File: config.mk
export PLATFORM = sky130hd
export DESIGN_NAME = csa_pipe_gen
export DESIGN_NICKNAME = d
export VERILOG_FILES = /design/src/rtl/csa_pkg.sv /design/src/rtl/csa_block_gen.sv /design/src/rtl/csa_pipe_gen.sv
export SDC_FILE = /design/constraint.sdc
export NUM_CORES = 1
export LEC_CHECK = 0
export BUFFER_PORTS_ARGS = -buffer_cell sky130_fd_sc_hd__buf_2
export CAP_MARGIN = 20
export CORE_MARGIN = 2
export CORE_UTILIZATION = 30
export DETAILED_ROUTE_END_ITERATION = 8
export GPL_TIMING_DRIVEN = 0
export SKIP_LAST_GASP = 1
export SLEW_MARGIN = 10
export SYNTH_ARGS = -nofsm -noshare
export SYNTH_HDL_FRONTEND = slang
export SYNTH_SLANG_ARGS = --single-unit
File: constraint.sdc
create_clock -name clk -period 2.4 [get_ports clk]
set_input_delay 0.12 -clock clk [delete_from_list [all_inputs] [get_ports clk]]
set_output_delay 0.12 -clock clk [all_outputs]
set_load 0.05 [all_outputs]
File: src/rtl/csa_pkg.sv
// Shared types for the pipelined carry-select adder.
// Optional feature macro: CSA_OVF_EN adds the sign bits needed for overflow.
package csa_pkg;

    localparam int CSA_WIDTH = 32;
    localparam int CSA_BLOCK = 8;
    localparam int NB        = CSA_WIDTH / CSA_BLOCK;

    // Candidate sum/carry of one block for carry-in 0 and carry-in 1
    typedef struct packed {
        logic [CSA_BLOCK-1:0] s0;
        logic                 c0;
        logic [CSA_BLOCK-1:0] s1;
        logic                 c1;
    } csa_pair_t;

    // Stage-1 register contents: block 0 is already resolved, blocks 1..NB-1 hold both candidates
    typedef struct packed {
        csa_pair_t [NB-1:1]   pairs;
        logic [CSA_BLOCK-1:0] b0_sum;
        logic                 b0_c;
`ifdef CSA_OVF_EN
        logic                 a_msb;
        logic                 b_msb;
`endif
    } csa_s1_t;

endpackage

File: src/rtl/csa_block_gen.sv
// One carry-select slice: computes the block sum for both possible carry-ins.
module csa_block_gen
    import csa_pkg::*;
(
    input  logic [CSA_BLOCK-1:0] a_i,
    input  logic [CSA_BLOCK-1:0] b_i,
    output csa_pair_t            pair_o
);

    logic [CSA_BLOCK:0] t0;
    logic [CSA_BLOCK:0] t1;

    // Two BLOCK+1-bit adds; the top bit is the block carry-out
    always_comb begin
        t0 = {1'b0, a_i} + {1'b0, b_i};
        t1 = {1'b0, a_i} + {1'b0, b_i} + {{CSA_BLOCK{1'b0}}, 1'b1};
        pair_o.s0 = t0[CSA_BLOCK-1:0];
        pair_o.c0 = t0[CSA_BLOCK];
        pair_o.s1 = t1[CSA_BLOCK-1:0];
        pair_o.c1 = t1[CSA_BLOCK];
    end

endmodule

File: src/rtl/csa_pipe_gen.sv
// Two-stage pipelined carry-select adder with valid/ready on both sides.
// Stage 1 registers per-block candidate pairs; stage 2 runs the select chain.
// WIDTH/BLOCK must match CSA_WIDTH/CSA_BLOCK in csa_pkg (the struct types are sized there).
// Optional feature macro: CSA_OVF_EN adds the registered signed-overflow output ovf.
module csa_pipe_gen
    import csa_pkg::*;
#(
    parameter int WIDTH = CSA_WIDTH,
    parameter int BLOCK = CSA_BLOCK
) (
    input  logic             clk,
    input  logic             rst_n,
    input  logic             in_valid,
    output logic             in_ready,
    input  logic [WIDTH-1:0] a,
    input  logic [WIDTH-1:0] b,
    input  logic             cin,
    output logic             out_valid,
    input  logic             out_ready,
    output logic [WIDTH-1:0] sum,
    output logic             cout
`ifdef CSA_OVF_EN
   ,output logic             ovf
`endif
);

    logic               s1_valid_q, s1_valid_d;
    logic               out_valid_q, out_valid_d;
    csa_s1_t            s1_q, s1_d;
    logic [WIDTH-1:0]   sum_q, sum_d;
    logic               cout_q, cout_d;
    logic               stage2_adv, in_accept;
    csa_pair_t [NB-1:1] pair_w;
    logic [BLOCK:0]     b0_w;

    // No skid buffer: stage 1 frees up only when it can move into stage 2
    assign stage2_adv = s1_valid_q & (~out_valid_q | out_ready);
    assign in_ready   = ~s1_valid_q | stage2_adv;
    assign in_accept  = in_valid & in_ready;

    genvar k;
    generate
        for (k = 1; k < NB; k++) begin : g_blk
            csa_block_gen u_blk (
                .a_i    (a[k*BLOCK +: BLOCK]),
                .b_i    (b[k*BLOCK +: BLOCK]),
                .pair_o (pair_w[k])
            );
        end
    endgenerate

    assign b0_w = {1'b0, a[BLOCK-1:0]} + {1'b0, b[BLOCK-1:0]} + {{BLOCK{1'b0}}, cin};

    // Stage-1 next state: block 0 resolved with the real cin, the rest as candidate pairs
    always_comb begin
        s1_d        = s1_q;
        s1_d.pairs  = pair_w;
        s1_d.b0_sum = b0_w[BLOCK-1:0];
        s1_d.b0_c   = b0_w[BLOCK];
`ifdef CSA_OVF_EN
        s1_d.a_msb  = a[WIDTH-1];
        s1_d.b_msb  = b[WIDTH-1];
`endif
    end

    // Stage-2 select chain: each block's resolved carry picks the next block's candidate
    always_comb begin
        logic sel;
        sel              = s1_q.b0_c;
        sum_d            = '0;
        sum_d[BLOCK-1:0] = s1_q.b0_sum;
        for (int i = 1; i < NB; i++) begin
            sum_d[i*BLOCK +: BLOCK] = sel ? s1_q.pairs[i].s1 : s1_q.pairs[i].s0;
            sel                     = sel ? s1_q.pairs[i].c1 : s1_q.pairs[i].c0;
        end
        cout_d = sel;
    end

    // Valid bits: stage 1 loads on accept or drains into stage 2; output holds until taken
    always_comb begin
        s1_valid_d  = in_accept ? 1'b1 : (stage2_adv ? 1'b0 : s1_valid_q);
        out_valid_d = stage2_adv ? 1'b1 : (out_ready ? 1'b0 : out_valid_q);
    end

    // Pipeline state; reset discards everything in flight
    always_ff @(posedge clk or negedge rst_n) begin
        if (!rst_n) begin
            s1_valid_q  <= 1'b0;
            out_valid_q <= 1'b0;
            s1_q        <= '0;
            sum_q       <= '0;
            cout_q      <= 1'b0;
        end else begin
            s1_valid_q  <= s1_valid_d;
            out_valid_q <= out_valid_d;
            if (in_accept)  s1_q <= s1_d;
            if (stage2_adv) begin
                sum_q  <= sum_d;
                cout_q <= cout_d;
            end
        end
    end

`ifdef CSA_OVF_EN
    logic ovf_q, ovf_d;

    // Signed overflow: operands share a sign and the result sign differs
    always_comb ovf_d = (s1_q.a_msb == s1_q.b_msb) & (sum_d[WIDTH-1] != s1_q.a_msb);

    // Overflow flag registered alongside sum
    always_ff @(posedge clk or negedge rst_n) begin
        if (!rst_n)          ovf_q <= 1'b0;
        else if (stage2_adv) ovf_q <= ovf_d;
    end

    assign ovf = ovf_q;
`endif

    assign out_valid = out_valid_q;
    assign sum       = sum_q;
    assign cout      = cout_q;

endmodule

# Word-level counts from Yosys, hierarchy flattened
# Index checks and enable logic that the tools add are counted.
[totals]
register_bits = 98
latchBits = 0
ram_bits = 0
romBits = 0
inputBits = 69
out_inout_bits = 35
mem_count = 0
[op_classes]
add_sub_neg = 8
multipliers = 0
div = 0
order_cmp = 0
eq_ne = 0
n_shift = 0
muxes = 10
n_bitwise = 6
n_reduce_logical = 2
[ops]
columns = ["cell", "n"]
rows = [
  ["8-bit by 8-bit adder with 9-bit output", 4],
  ["9-bit by 1-bit adder with 9-bit output, second input constant", 3],
  ["8-bit 2-to-1 mux", 3],
  ["9-bit by 1-bit adder with 9-bit output", 1],
  ["1-bit 2-to-1 mux", 7],
  ["2-bit nonzero test", 2],
  ["1-bit AND", 2],
  ["1-bit inverter", 2],
  ["1-bit OR", 2],
]

# Logic depth before layout (Yosys ltp)
[logic_depth]
word_depth = 6
mapped_depth = 9

# Modules after synthesis
# A second synthesis with hierarchy kept.
[unflattened]
cells_unflattened = 600
area_unflattened_um2 = 5545.3
[by_module_without_submodules]
columns = ["mod", "instances", "cells_per_inst", "area_per_inst_um2", "seq_area_each_um2"]
rows = [
  ["csa_pipe_gen", 1, 432, 4220.3, 2452.4],
  ["csa_block_gen", 3, 56, 441.7, 0.0],
]

# Least setup slack after synthesis
# Ideal clock, no wire load.
[synth_path]
path_kind = "reg2reg"
start = "reg out_valid_q, in the netlist out_valid"
end = "reg s1_q[7] (netlist bit)"
setup_ns = 0.095
arrival_ns = 2.242
slack_ns = 0.062
stages_incl_launch_ff = 7
n_path_buf = 2
path_cell_list = "dfrtp_1 nand3b_1 nand2_2 clkbuf_1 buf_1 nand2_1 o31ai_1"
[synth_via]
elab_chain_len = 5
[synth_lines]
columns = ["item", "line_no", "source"]
rows = [
  ["from (decl)", "csa_pipe_gen.sv:28", "logic out_valid_q, out_valid_d;"],
  ["from (signal assigned)", "csa_pipe_gen.sv:95", "out_valid_q <= out_valid_d;"],
  ["1-bit inverter", "csa_pipe_gen.sv:37", "assign stage2_adv = s1_valid_q & (~out_valid_q | out_ready);"],
  ["1-bit OR", "csa_pipe_gen.sv:37", ""],
  ["1-bit AND", "csa_pipe_gen.sv:37", ""],
  ["1-bit OR", "csa_pipe_gen.sv:38", "assign in_ready = ~s1_valid_q | stage2_adv;"],
  ["via in_ready", "csa_pipe_gen.sv:14", "output logic in_ready,"],
  ["1-bit AND", "csa_pipe_gen.sv:39", "assign in_accept = in_valid & in_ready;"],
  ["to (signal assigned)", "csa_pipe_gen.sv:90", "s1_q <= '0;"],
  ["to (signal assigned)", "csa_pipe_gen.sv:96", "if (in_accept) s1_q <= s1_d;"],
  ["to (decl)", "csa_pipe_gen.sv:29", "csa_s1_t s1_q, s1_d;"],
]
# The timed path passes the listed nets, and every way through them passes these cells.
# A chain may end at the register's enable or synchronous reset.

# Worst setup path after layout
[layout_path]
start = "reg s1_q[0] (netlist bit)"
end = "reg sum_q[28], in the netlist sum[28]"
[layout_via]
elab_chain_len = 3
[layout_lines]
columns = ["item", "line_no", "source"]
rows = [
  ["1-bit 2-to-1 mux (2 in series)", "csa_pipe_gen.sv:74", "sel = sel ? s1_q.pairs[i].c1 : s1_q.pairs[i].c0;"],
  ["8-bit 2-to-1 mux", "csa_pipe_gen.sv:73", "sum_d[i*BLOCK +: BLOCK] = sel ? s1_q.pairs[i].s1 : s1_q.pairs[i].s0;"],
  ["to (signal assigned)", "csa_pipe_gen.sv:98", "sum_q <= sum_d;"],
  ["to (decl)", "csa_pipe_gen.sv:30", "logic [WIDTH-1:0] sum_q, sum_d;"],
]
# Every way passes these cells.

==> results by group <==
Status
  • Outcome: finished, final reports clean

Die
  • Die X-Extent: about 140 um
  • Die area: between 15000 and 20000 sq um
  • Initial Util: 0.3081
  • Die height: roughly 140 um
  • Site Rows: between 40 and 50
  • Core area: 18150 sq um
  • Num ports: 104

Power and ir drop
  • Sequential power share: 0.367
  • Combinational share of power: 0.366
  • P_leak: ~0.0033 uW
  • Clock power share: 0.268
  • Psw: 2404 uW
  • Worst vdd ir: between 300 and 400 uV
  • Switching Fraction: 0.3839
  • Pint: roughly 3900 uW
  • Pwr dens: 922.4 nW/um^2

Synthesis
  • Mean post-synth cell area: 9.542 sq um
  • Synth top area share: 0.4386
  • Most common cell in the netlist: nand2_1
  • Sequential share of the synthesized area: 0.4386
  • Ys Warns: 0
  • Largest family of logic cells by synthesized area: simple AND/OR/NAND/NOR gates
  • Gate Count Post-Synth: 586
  • Synth Area in Adders: 0.09398
  • Post-synthesis mux area share: 0.06668
  • Post-Syn Area: between 5000 and 6000 sq um
  • Synth Area in Compound Gates: 0.1289
  • Synth cell types: just over 60
  • Ys async rst share: 1.000
  • Yosys top cell by area: dfrtp_1
  • FF+latch count, synth: 98
  • Commonest cells post-synth: 145 x nand2_1, 98 x dfrtp_1, 34 x ha_1
  • Largest cells by area after synthesis: dfrtp_1 44%, nand2_1 9.7%, ha_1 7.6%, mux2i_1 4.7%, xor2_1 3.3%
  • Xor/xnor cell area share of the yosys netlist: 0.05572
  • Post-synth EDFFs: 0
  • Post-Synth Simple-Gate Area: 0.1902
  • Post-Syn Nets: roughly 690
  • Top FF cell, synth: dfrtp_1

Cells and area
  • Fill cell count: between 1500 and 2000
  • P&R area growth vs syn: 21.41%
  • N_diodes: 0
  • Multi-input logic area: approximately 3000 sq um
  • Share of post-route cells with drive strength above 1: 0.2076
  • Area of all sequential standard cells: roughly 2500 sq um
  • Fin nets: between 800 and 900

Timing
  • Tmin final: 2.053 ns
  • Final Cycle Share: 0.8553
  • Skew final: around 0.0083 ns
  • Sum Neg Setup Slack: 0 ns
  • Least-Margin Pin Slew: between 0.7 and 0.8 ns
  • Hold Vio Cnt, Final: 0
  • Fin. max-slew vios: 0
  • Setup repair after global routing missed its margin: no
  • Final setup vio count: 0
  • Max-slew headroom: 0.4713
  • Final setup margin: between 0.3 and 0.4 ns
  • Achievable Freq: between 0.4 and 0.5 GHz

GRT
  • Total track usage: 0.1470
  • Initial antenna violation count: 0
  • GRT overflow: 0
  • Largest net degree at the start of global routing: between 60 and 70
  • Met2 usage: 0.2428
  • First-pass GRT wire length: about 23 mm
  • Met1 Usage GRT: 0.1972
  • Vias in the first global route: around 4600
  • Gr busiest metal: met2
  • Met3 Use GR: 0.02530

Place
  • Routability Congestion: 0.8346
  • I/O Buffers: roughly 100
  • Post-DP HPWL: 10.56 mm
  • Pre-CTS WS: 0.05397 ns

Route
  • DRC: 0
  • Wirelength per Cell: roughly 15 um
  • Drt via density: just under 5
  • Iter 0 DRT Violations: 194
  • Via count: 4526
  • DR pass1 iterations: 4
  • Routed wire length: approximately 14 mm
  • Antenna Violating Nets Remaining: 0

Clocking
  • Num CTS Buffers: 9
  • Hold_buf cts: 2
  • Clock root cell: clkbuf_16
  • Clk Latency, worst-skew pair: about 0.35 ns
  • Post_cts resized: 0
  • CTS tree: done
  • Clock transition at the registers of the reported paths: 0.07 ns
  • Clk sinks: between 90 and 100
  • H-Tree Depth: 3
  • Post-CTS Setup Inserts: 0
  • Longest Clk Path Bufs: 2

Setup path
  • Worst-path cell chain: buf_4 -> mux2i_1 -> buf_4 -> mux2i_4 -> mux2i_1 -> o21ai_1
  • CP max FO: 10
  • Max stage delay on crit path: ~0.53 ns
  • Startpoint Class: flop
  • Worst Setup End Kind: flop
  • WP data required: roughly 2.6 ns
  • Critical path data arrival time: between 2 and 2.5 ns
  • Crit-path slowest cell: mux2i_4
  • Kind of critical path: reg -> reg

Flow run
  • Max-Cap Viols: 0

Worst hold path
  • Worst hold path class: in -> reg
## cell families after synthesis
| logic type | count (synthesis) |
|---|---|
| buffers and inverters | 33 |
| AO/OA/AOI/OAI | 116 |
| XOR/XNOR | 34 |
| multiplexers | 35 |
| flip-flops | 98 |
| AND/OR/NAND/NOR | 231 |
| adder cells (fa/ha/maj) | 39 |
## placed cells by master (no fill, tap or decap), drive strengths merged, types with 5 or more instances in the layout
master,count
dfrtp,98
a21oi,12
xnor2,12
clkbuf,26
o31ai,6
and2,5
nand3,16
nand4,5
a21o,8
nor3,8
inv,9
fa,5
buf,114
a211oi,5
ha,34
o21ai,61
nand2,146
nor2,21
mux2,8
mux2i,27
nand3b,6
xor2,21
## worst paths after layout
| path | from | end | slack [ns] | cells after the start |
|---|---|---|---|---|
| setup / recovery | s1_q[0] | sum[28] | 0.35 | 6 |
| hold / removal | out_ready | out_valid | 0.07 | 3 |
| setup reg to reg | s1_q[0] | sum[28] | 0.35 | 6 |
| hold reg to reg | s1_q[21] | s1_q[21] | 0.48 | 2 |
| max in group asynchronous | rst_n | sum[8] | 1.45 | 3 |
| min in group asynchronous | rst_n | s1_q[12] | 0.28 | 2 |
## registers in the layout (all words and copies together) (netlist names)
register    flops
s1_valid_q      1
cout            1
sum            32
s1_q           63
out_valid       1
## power groups by stage
stage / clock network [uW] / registers (uW) / logic, uW
floorplan: 0 / 2960 / 1030
detailed placement: 0 / 2340 / 2320
global placement: 0 / 2320 / 2280
finish: 1680 / 2300 / 2290
CTS: 1690 / 2300 / 2330
global route: 1760 / 2350 / 2510
## critical path, delay by kind of cell (launching register included)
family	cells	cell delay [ns]
flops	1	0.32
mux	3	1.05
buf+inv	2	0.47
compound gates	1	0.08
## per-layer routing
layer / share of wire / wire [um]
met1: 0.47 / 6526
met2: 0.47 / 6592
met3: 0.040 / 558
met4: 0.017 / 240
met5: 0 / 0
## cell type report
class / count / area share
inverters: 9 / 0.004976
clock buffers: 12 / 0.03631
plain buffers: 24 / 0.01640
multi-input cells: 455 / 0.4410
repair buffers: 106 / 0.08330
clock inverters: 4 / 0.01456
well taps: 229 / 0.04220
flip-flops and latches: 98 / 0.3612
## through the flow
| step | util | total power (uW) | std cells | hold slack [ns] | cell area, sq um |
|---|---|---|---|---|---|
| after floorplan | - | 3993 | 586 | -0.1756 | 5592 |
| after global placement | 0.3523 | 4603 | 918 | 0.3562 | 6394 |
| final | 0.3741 | 6262 | 937 | 0.06723 | 6789 |
| after detailed placement | 0.3540 | 4653 | 919 | 0.1211 | 6424 |
| after CTS | 0.3741 | 6320 | 937 | 0.06503 | 6789 |
| after global routing | 0.3741 | 6625 | 937 | 0.09238 | 6789 |
Note: power is estimated with default switching activity, not from simulation.
